[src/rtl/hamming_21_16_encoder_pipe.sv]
// Streaming Hamming(21,16) encoder with a two-stage valid/ready pipeline.
// S1 holds the data word and its five parity bits. S2 holds the assembled
// codeword, optionally with one bit flipped. A wrapping counter tracks
// completed output handshakes.
module hamming_21_16_encoder_pipe #(
    parameter bit INJECT_EN = 1'b1,
    parameter int CNT_W     = 16
) (
    input  logic             clk,
    input  logic             rst,
    input  logic             in_valid,
    output logic             in_ready,
    input  logic [15:0]      in_data,
    input  logic             inj_arm,
    input  logic [4:0]       inj_pos,
    output logic             inj_pending,
    output logic             out_valid,
    input  logic             out_ready,
    output logic [20:0]      out_code,
    output logic             out_injected,
    output logic [CNT_W-1:0] word_count
);

    // Parity coverage masks over d[15:0] for parity positions 1,2,4,8,16
    localparam logic [15:0] MASK_P1  = 16'hAD5B;
    localparam logic [15:0] MASK_P2  = 16'h366D;
    localparam logic [15:0] MASK_P4  = 16'hC78E;
    localparam logic [15:0] MASK_P8  = 16'h07F0;
    localparam logic [15:0] MASK_P16 = 16'hF800;

    // Codeword bit index of data bit d[gi]
    localparam int DATA_IDX [16] = '{2, 4, 5, 6, 8, 9, 10, 11, 12, 13, 14, 16, 17, 18, 19, 20};

    // Codeword bit index of parity bit p[gi] (p1,p2,p4,p8,p16)
    localparam int PAR_IDX [5] = '{0, 1, 3, 7, 15};

    logic        s1_valid_q;
    logic [15:0] s1_data_q;
    logic [4:0]  s1_par_q;
    logic [4:0]  par_d;

    logic        s2_valid_q;
    logic [20:0] s2_code_q;
    logic        s2_inj_q;

    logic        inj_pending_q;
    logic [4:0]  inj_pos_q;

    logic [CNT_W-1:0] count_q;

    logic        s2_load;
    logic        accept;
    logic        out_fire;
    logic        arm_ok;
    logic [20:0] code_clean;
    logic [20:0] flip_mask;

    assign s2_load  = s1_valid_q && (!s2_valid_q || out_ready);
    assign in_ready = !s1_valid_q || s2_load;
    assign accept   = in_valid && in_ready;
    assign out_fire = s2_valid_q && out_ready;
    assign arm_ok   = inj_arm && (inj_pos <= 5'd20);

    assign par_d = {^(in_data & MASK_P16), ^(in_data & MASK_P8), ^(in_data & MASK_P4),
                    ^(in_data & MASK_P2),  ^(in_data & MASK_P1)};

    // Scatter S1 data and parity into their codeword positions
    generate
        for (genvar gi = 0; gi < 16; gi++) begin : g_data
            assign code_clean[DATA_IDX[gi]] = s1_data_q[gi];
        end
        for (genvar gi = 0; gi < 5; gi++) begin : g_par
            assign code_clean[PAR_IDX[gi]] = s1_par_q[gi];
        end
    endgenerate

    // A pending injection lands on whichever word moves into S2 next
    assign flip_mask = inj_pending_q ? (21'd1 << inj_pos_q) : 21'd0;

    // S1: capture the accepted word with its parity; empty when S2 drains it
    always_ff @(posedge clk or posedge rst) begin
        if (rst) begin
            s1_valid_q <= 1'b0;
            s1_data_q  <= '0;
            s1_par_q   <= '0;
        end else if (accept) begin
            s1_valid_q <= 1'b1;
            s1_data_q  <= in_data;
            s1_par_q   <= par_d;
        end else if (s2_load) begin
            s1_valid_q <= 1'b0;
        end
    end

    // S2: assemble and optionally corrupt the codeword; hold it while stalled
    always_ff @(posedge clk or posedge rst) begin
        if (rst) begin
            s2_valid_q <= 1'b0;
            s2_code_q  <= '0;
            s2_inj_q   <= 1'b0;
        end else if (s2_load) begin
            s2_valid_q <= 1'b1;
            s2_code_q  <= code_clean ^ flip_mask;
            s2_inj_q   <= inj_pending_q;
        end else if (out_fire) begin
            s2_valid_q <= 1'b0;
        end
    end

    generate
        if (INJECT_EN) begin : g_inj
            // Injection arm: a new arm wins over consumption, so an arm on the
            // consuming cycle stays pending for the following word
            always_ff @(posedge clk or posedge rst) begin
                if (rst) begin
                    inj_pending_q <= 1'b0;
                    inj_pos_q     <= '0;
                end else if (arm_ok) begin
                    inj_pending_q <= 1'b1;
                    inj_pos_q     <= inj_pos;
                end else if (s2_load) begin
                    inj_pending_q <= 1'b0;
                end
            end
        end else begin : g_no_inj
            assign inj_pending_q = 1'b0;
            assign inj_pos_q     = 5'd0;
        end
    endgenerate

    // Output handshake counter, wraps naturally at its width
    always_ff @(posedge clk or posedge rst) begin
        if (rst) begin
            count_q <= '0;
        end else if (out_fire) begin
            count_q <= count_q + 1'b1;
        end
    end

    assign inj_pending  = inj_pending_q;
    assign out_valid    = s2_valid_q;
    assign out_code     = s2_code_q;
    assign out_injected = s2_inj_q;
    assign word_count   = count_q;

endmodule
[config.mk]
export PLATFORM = sky130hd
export DESIGN_NAME = hamming_21_16_encoder_pipe
export DESIGN_NICKNAME = d
export VERILOG_FILES = /design/src/rtl/hamming_21_16_encoder_pipe.sv
export SDC_FILE = /design/constraint.sdc
export NUM_CORES = 1
export LEC_CHECK = 0
export BUFFER_PORTS_ARGS = -buffer_cell sky130_fd_sc_hd__buf_2
export CORE_MARGIN = 2
export CORE_UTILIZATION = 55
export DETAILED_ROUTE_END_ITERATION = 12
export PLACE_DENSITY = 0.88
export SKIP_LAST_GASP = 1
export SLEW_MARGIN = 20
export SYNTH_ARGS = -nofsm -noshare
export SYNTH_HDL_FRONTEND = slang
export SYNTH_SLANG_ARGS = --single-unit
[constraint.sdc]
create_clock -name clk -period 4.8 [get_ports clk]
set_clock_uncertainty 0.1 [all_clocks]
set_input_delay 0.24 -clock clk [delete_from_list [all_inputs] [get_ports clk]]
set_output_delay 0.24 -clock clk [all_outputs]
set_load 0.02 [all_outputs]
# ---- Yosys cells after proc, flatten, opt, wreduce, memory -nomap -nowiden
# Cells that the tools add are included.
dict set report totals {
  reg_bits 67
  out_inout_bits 41
  elab_cells 35
}
dict set report op_classes {
  add_sub_neg 1
  magnitude_cmp 1
  n_shift 1
  mux 6
  n_bitwise 1
  n_reduce_logical 16
}
# op count
set op_table {}
lappend op_table {{parity 16 bit} 5}
lappend op_table {{2-to-1 mux 21 bit} 1}
lappend op_table {{left shift 1 x 5 -> 21 bit, first input constant} 1}
lappend op_table {{bitwise XOR 21 bit} 1}
lappend op_table {{adder 16 x 1 -> 16 bit, second input constant} 1}
lappend op_table {{nonzero test 2 bit} 3}
lappend op_table {{<= comparator 5 bit, second input constant} 1}
lappend op_table {{2-to-1 mux 1 bit} 5}
lappend op_table {{logical AND 1 bit} 4}
lappend op_table {{zero test 1 bit} 2}
lappend op_table {{logical OR 1 bit} 2}

# ---- Depth between registers and ports, before layout
dict set report depth {
  ltp_word 6
  ltp_mapped 6
}

# ---- Worst setup path after synthesis
# Ideal clock, no wire load.
dict set report synth_timing {
  kind {register -> register}
  startpoint {reg s2_valid_q (netlist: out_valid)}
  endpoint {reg s1_data_q[10]}
  setup_ps 125
  t_arrival_ps 1607
  setup_slack_ps 2969
  stages_incl_launch_ff 5
  cell_sequence {dfrtp_1 nand3b_1 nand2_1 buf_2 mux2_2}
}
dict set report synth_between {
  elab_chain_cells 5
}
# element line_no
set synth_lines {}
lappend synth_lines {{start: declaration} 42} ;# logic s2_valid_q;
lappend synth_lines {{start signal: assignment} 98} ;# s2_valid_q <= 1'b0;
lappend synth_lines {{start signal: assignment} 102} ;# s2_valid_q <= 1'b1;
lappend synth_lines {{start signal: assignment} 106} ;# s2_valid_q <= 1'b0;
lappend synth_lines {{zero test 1 bit} 58} ;# assign s2_load = s1_valid_q && (!s2_valid_q || out_ready);
lappend synth_lines {{logical OR 1 bit} 58}
lappend synth_lines {{logical AND 1 bit} 58}
lappend synth_lines {{logical OR 1 bit} 59} ;# assign in_ready = !s1_valid_q || s2_load;
lappend synth_lines {{named net in_ready} 12} ;# output logic in_ready,
lappend synth_lines {{logical AND 1 bit} 60} ;# assign accept = in_valid && in_ready;
lappend synth_lines {{end signal: assignment} 88} ;# s1_data_q <= in_data;
lappend synth_lines {{end: declaration} 38} ;# logic [15:0] s1_data_q;
# The timed path passes the listed nets, and every way through them passes these cells.
# A chain may end at the register's enable or synchronous reset.

# ---- Worst setup path after layout
dict set report layout_timing {
  startpoint {reg s2_valid_q (netlist: out_valid)}
  endpoint {reg s1_data_q[15]}
}
dict set report layout_between {
  elab_chain_cells 5
}
# element line_no
set layout_lines {}
lappend layout_lines {{zero test 1 bit} 58}
lappend layout_lines {{logical OR 1 bit} 58}
lappend layout_lines {{logical AND 1 bit} 58}
lappend layout_lines {{logical OR 1 bit} 59}
lappend layout_lines {{logical AND 1 bit} 60}
# No other way between the ends.

==> metrics list <==
- The flow ran to the end, and the final reports show no timing, DRC or antenna violations.
- The share of the Yosys chip area taken by registers is 52.51%.
* Tot GR Track Use: 21.53%
* Final worst path period share: 38.54%
- Each instance of the synthesized netlist takes up on average 11.32 µm².
- Number of global-route vias before repair: 2,184
- In the final routed layout, each cell accounts on average for 14.88 µm.
* Met1 routing resource usage after global routing: 26.27%
- Setup violations remaining at the end of the flow were counted as 0.
- Period minus WS final: 1.850 ns
- Largest fanout of any net on the critical path: 25
- Clock-pin slew was measured on the worst setup and hold paths at 0.08 ns.
* Reg-to-reg endpoint: s1_data_q[15]
- Count of nets left with antenna violations after detail routing: 0
* GRT met3 Usage: 6.292%
- The critical path is of the reg2reg type.
* Global Route met2 Usage: 36.17%
- Crit path DAT: 1.96 ns
* 1st-pass router iterations: 4
* Number of remaining DRC errors: 0
- Sum of net half-perimeters after detailed placement: 4771 µm
* Iteration-0 DRC Markers: 81
- Adding up every negative setup slack in the final design gives 0 ns.
- Leaving out fill and tap cells, the most frequent cell in the layout is dfrtp_1.
* Syn_nets: 309
- The initialized floorplan defines 27 standard-cell rows.
- For this run the aggregate overflow at the end of global routing stands at 0.
* Routed Wire Length: 6353 µm
* Number of library cell types mapped by synthesis: 30
- Entering global routing, the biggest net connects 68 pins.
- Total power for the finished layout comes to 1722 µW.
- 67 I/O pins were placed.
* Layer with the highest usage: met2
- From left edge to right edge, the die measures 80.20 µm.
* Peak VDD IR: 0.0002529 V
* Worst min path class: in2async
* Register-to-register setup slack: 2.95 ns
* Global placer's final weighted congestion: 0.8224
* Tightest Pin Transition: 0.8803 ns
- Clock latency on the worst-skew pair: 0.33 ns
- At the worst endpoint, the required time is 4.91 ns.
- Number of max-slew violations in the final report: 0
* Number of hold violations in the final report: 0
* TritonCTS clock tree: yes
- Maxcap violations: 0
- Number of instances resized during post-cts repair: 0
- The initial utilization of the core area, before any placement, comes to 57.63%.
* Leakage power summed over all cells: 0.001720 µW
- The most critical setup path has its startpoint at out_valid.
- The count of buffers added on input and output ports is 66.
- The Yosys step of the flow raised 0 warnings.
- Via density per instance: 5.293
- CTS root buffer: clkbuf_8
* Antenna violations before repair: 0
- Synthesis inferred 67 register bits.
* Reg2Reg Depth: 3
- In this run the deepest clock path goes through 2 buffers.
* Worst reg2reg path startpoint: out_valid
* Clock sinks: 67
- Die area: 6431 µm²
- Power per cell area: 455.2 nW/µm²
- The library cells used most frequently in the layout, excluding fill and tap cells, are 67 x dfrtp_1, 66 x buf_2, 29 x xnor2_1, 27 x nand2_1, 27 x xor2_1.
* Ant. Diodes: 0
- Synthesis produced 282 cells.
- Nature of the critical path endpoint: register
- Layout overhead on the synthesized area: 18.46%
* Nets@finish: 377
- Clock tree synthesis inserted a total of 9 buffers.
- Global-route wire length before repair: 10,280 µm
* Share of cells above drive strength 1: 31.83%
- Max-slew headroom at the worst pin: 41.17%
- STA classifies the critical path startpoint as a register.
* Total number of vias: 2,260
* Post-CTS Hold Fix Bufs: 0
* Max H-tree Level: 3
- The number of setup buffers added after CTS is 0.
* Chip height: 80.20 µm
* Post-Syn Area: 3193 µm²
- Setup repair after global routing left no endpoint under its margin.
* Total core area: 5540 µm²
- Worst Hold Slack: 0.02270 ns
- Highest clock frequency the design can meet: 540.6 MHz
-- kinds of logic after synthesis --
family / Yosys count / share of synthesized area (%)
compound gates: 28 / 4.467
simple gates: 89 / 14.42
mux: 24 / 8.464
fa+ha+maj: 1 / 0.3918
buf+inv: 13 / 1.764
xor+xnor: 60 / 17.99
flops: 67 / 52.51
-- worst max-delay path by stage --
| stage | slack [ns] | end | depth (start not counted) |
|---|---|---|---|
| after floorplan | 2.78 | inj_pending | 1 |
| after global placement | 2.96 | s1_data_q[1] | 4 |
| after detailed placement | 2.90 | s1_data_q[15] | 4 |
| after CTS | 2.93 | s1_data_q[15] | 3 |
| after global routing | 2.78 | s1_data_q[15] | 3 |
| final | 2.95 | s1_data_q[15] | 3 |
-- metrics by stage --
| step | utilization, % | cell area, µm² | instances | setup WS, ns |
|---|---|---|---|---|
| 2_1_floorplan | - | 3193 | 282 | 2.777 |
| 3_3_place_gp | 64.61 | 3580 | 411 | 2.961 |
| 3_5_place_dp | 64.61 | 3580 | 411 | 2.904 |
| 4_1_cts | 68.27 | 3782 | 427 | 2.928 |
| 5_1_grt | 68.27 | 3782 | 427 | 2.782 |
| 6_report | 68.27 | 3782 | 427 | 2.950 |
-- area by class of cell --
class                           count  area (µm²)
Fill cell                         428        1758
Timing Repair Buffer               68       345.3
Multi-Input combinational cell    202        1460
Clock inverter                      6       65.06
Inverter                            2       7.507
Clock buffer                       10       137.6
Sequential cell                    67        1677
Tap cell                           72       90.09
-- synth_stat cells --
cell type   n  area [µm²]
nand3_1     5       25.02
and3_1      7       43.79
mux2_2     24       270.3
nand4b_1    2       17.52
ha_1        1       12.51
buf_2       6       30.03
nor3b_1     3       22.52
dfrtp_1    67        1677
nor2_1     25       93.84
nand3b_1    3       22.52
a21oi_1    21       105.1
o21a_1      1       7.510
clkbuf_1    5       18.77
nand2b_1    3       18.77
xor2_1     27       236.5
nor2b_1     1       6.260
or3b_1      1       8.760
and2_1      1       6.260
xnor2_1    29       254.0
o21ai_0     6       30.03
and3b_1     2       17.52
nor3b_2     1       12.51
nor4_4      1       21.27
xnor3_1     3       67.56
nand2_1    27       101.4
inv_1       2       7.510
xnor2_2     1       16.27
nor3_2      1       10.01
nand4_1     2       12.51
nor3_1      4       20.02
-- per-layer routing --
metal  up-vias  wire, µm
met3        11       389
met1      1103      2752
met5         -         0
met2        68      3089
li1       1078         -
met4         0       122
-- flip-flops by register name (all words and copies together), names as in the netlist --
name          cells
inj_pending       1
inj_pos_q         5
out_code         21
out_injected      1
out_valid         1
s1_data_q        16
s1_par_q          5
s1_valid_q        1
word_count       16
-- worst max-delay path, cell delays in order (launching register included) --
cell and delay, ns:
dfrtp_1 0.39, nand3b_1 0.14, nand2_1 0.68, mux2_2 0.42
-- report_power, final --
| part | internal [µW] | switching, µW |
|---|---|---|
| sequential | 682 | 102 |
| combinational | 200 | 270 |
| clock | 253 | 215 |
| total | 1130 | 587 |
Note: power is estimated with default switching activity, not from simulation.
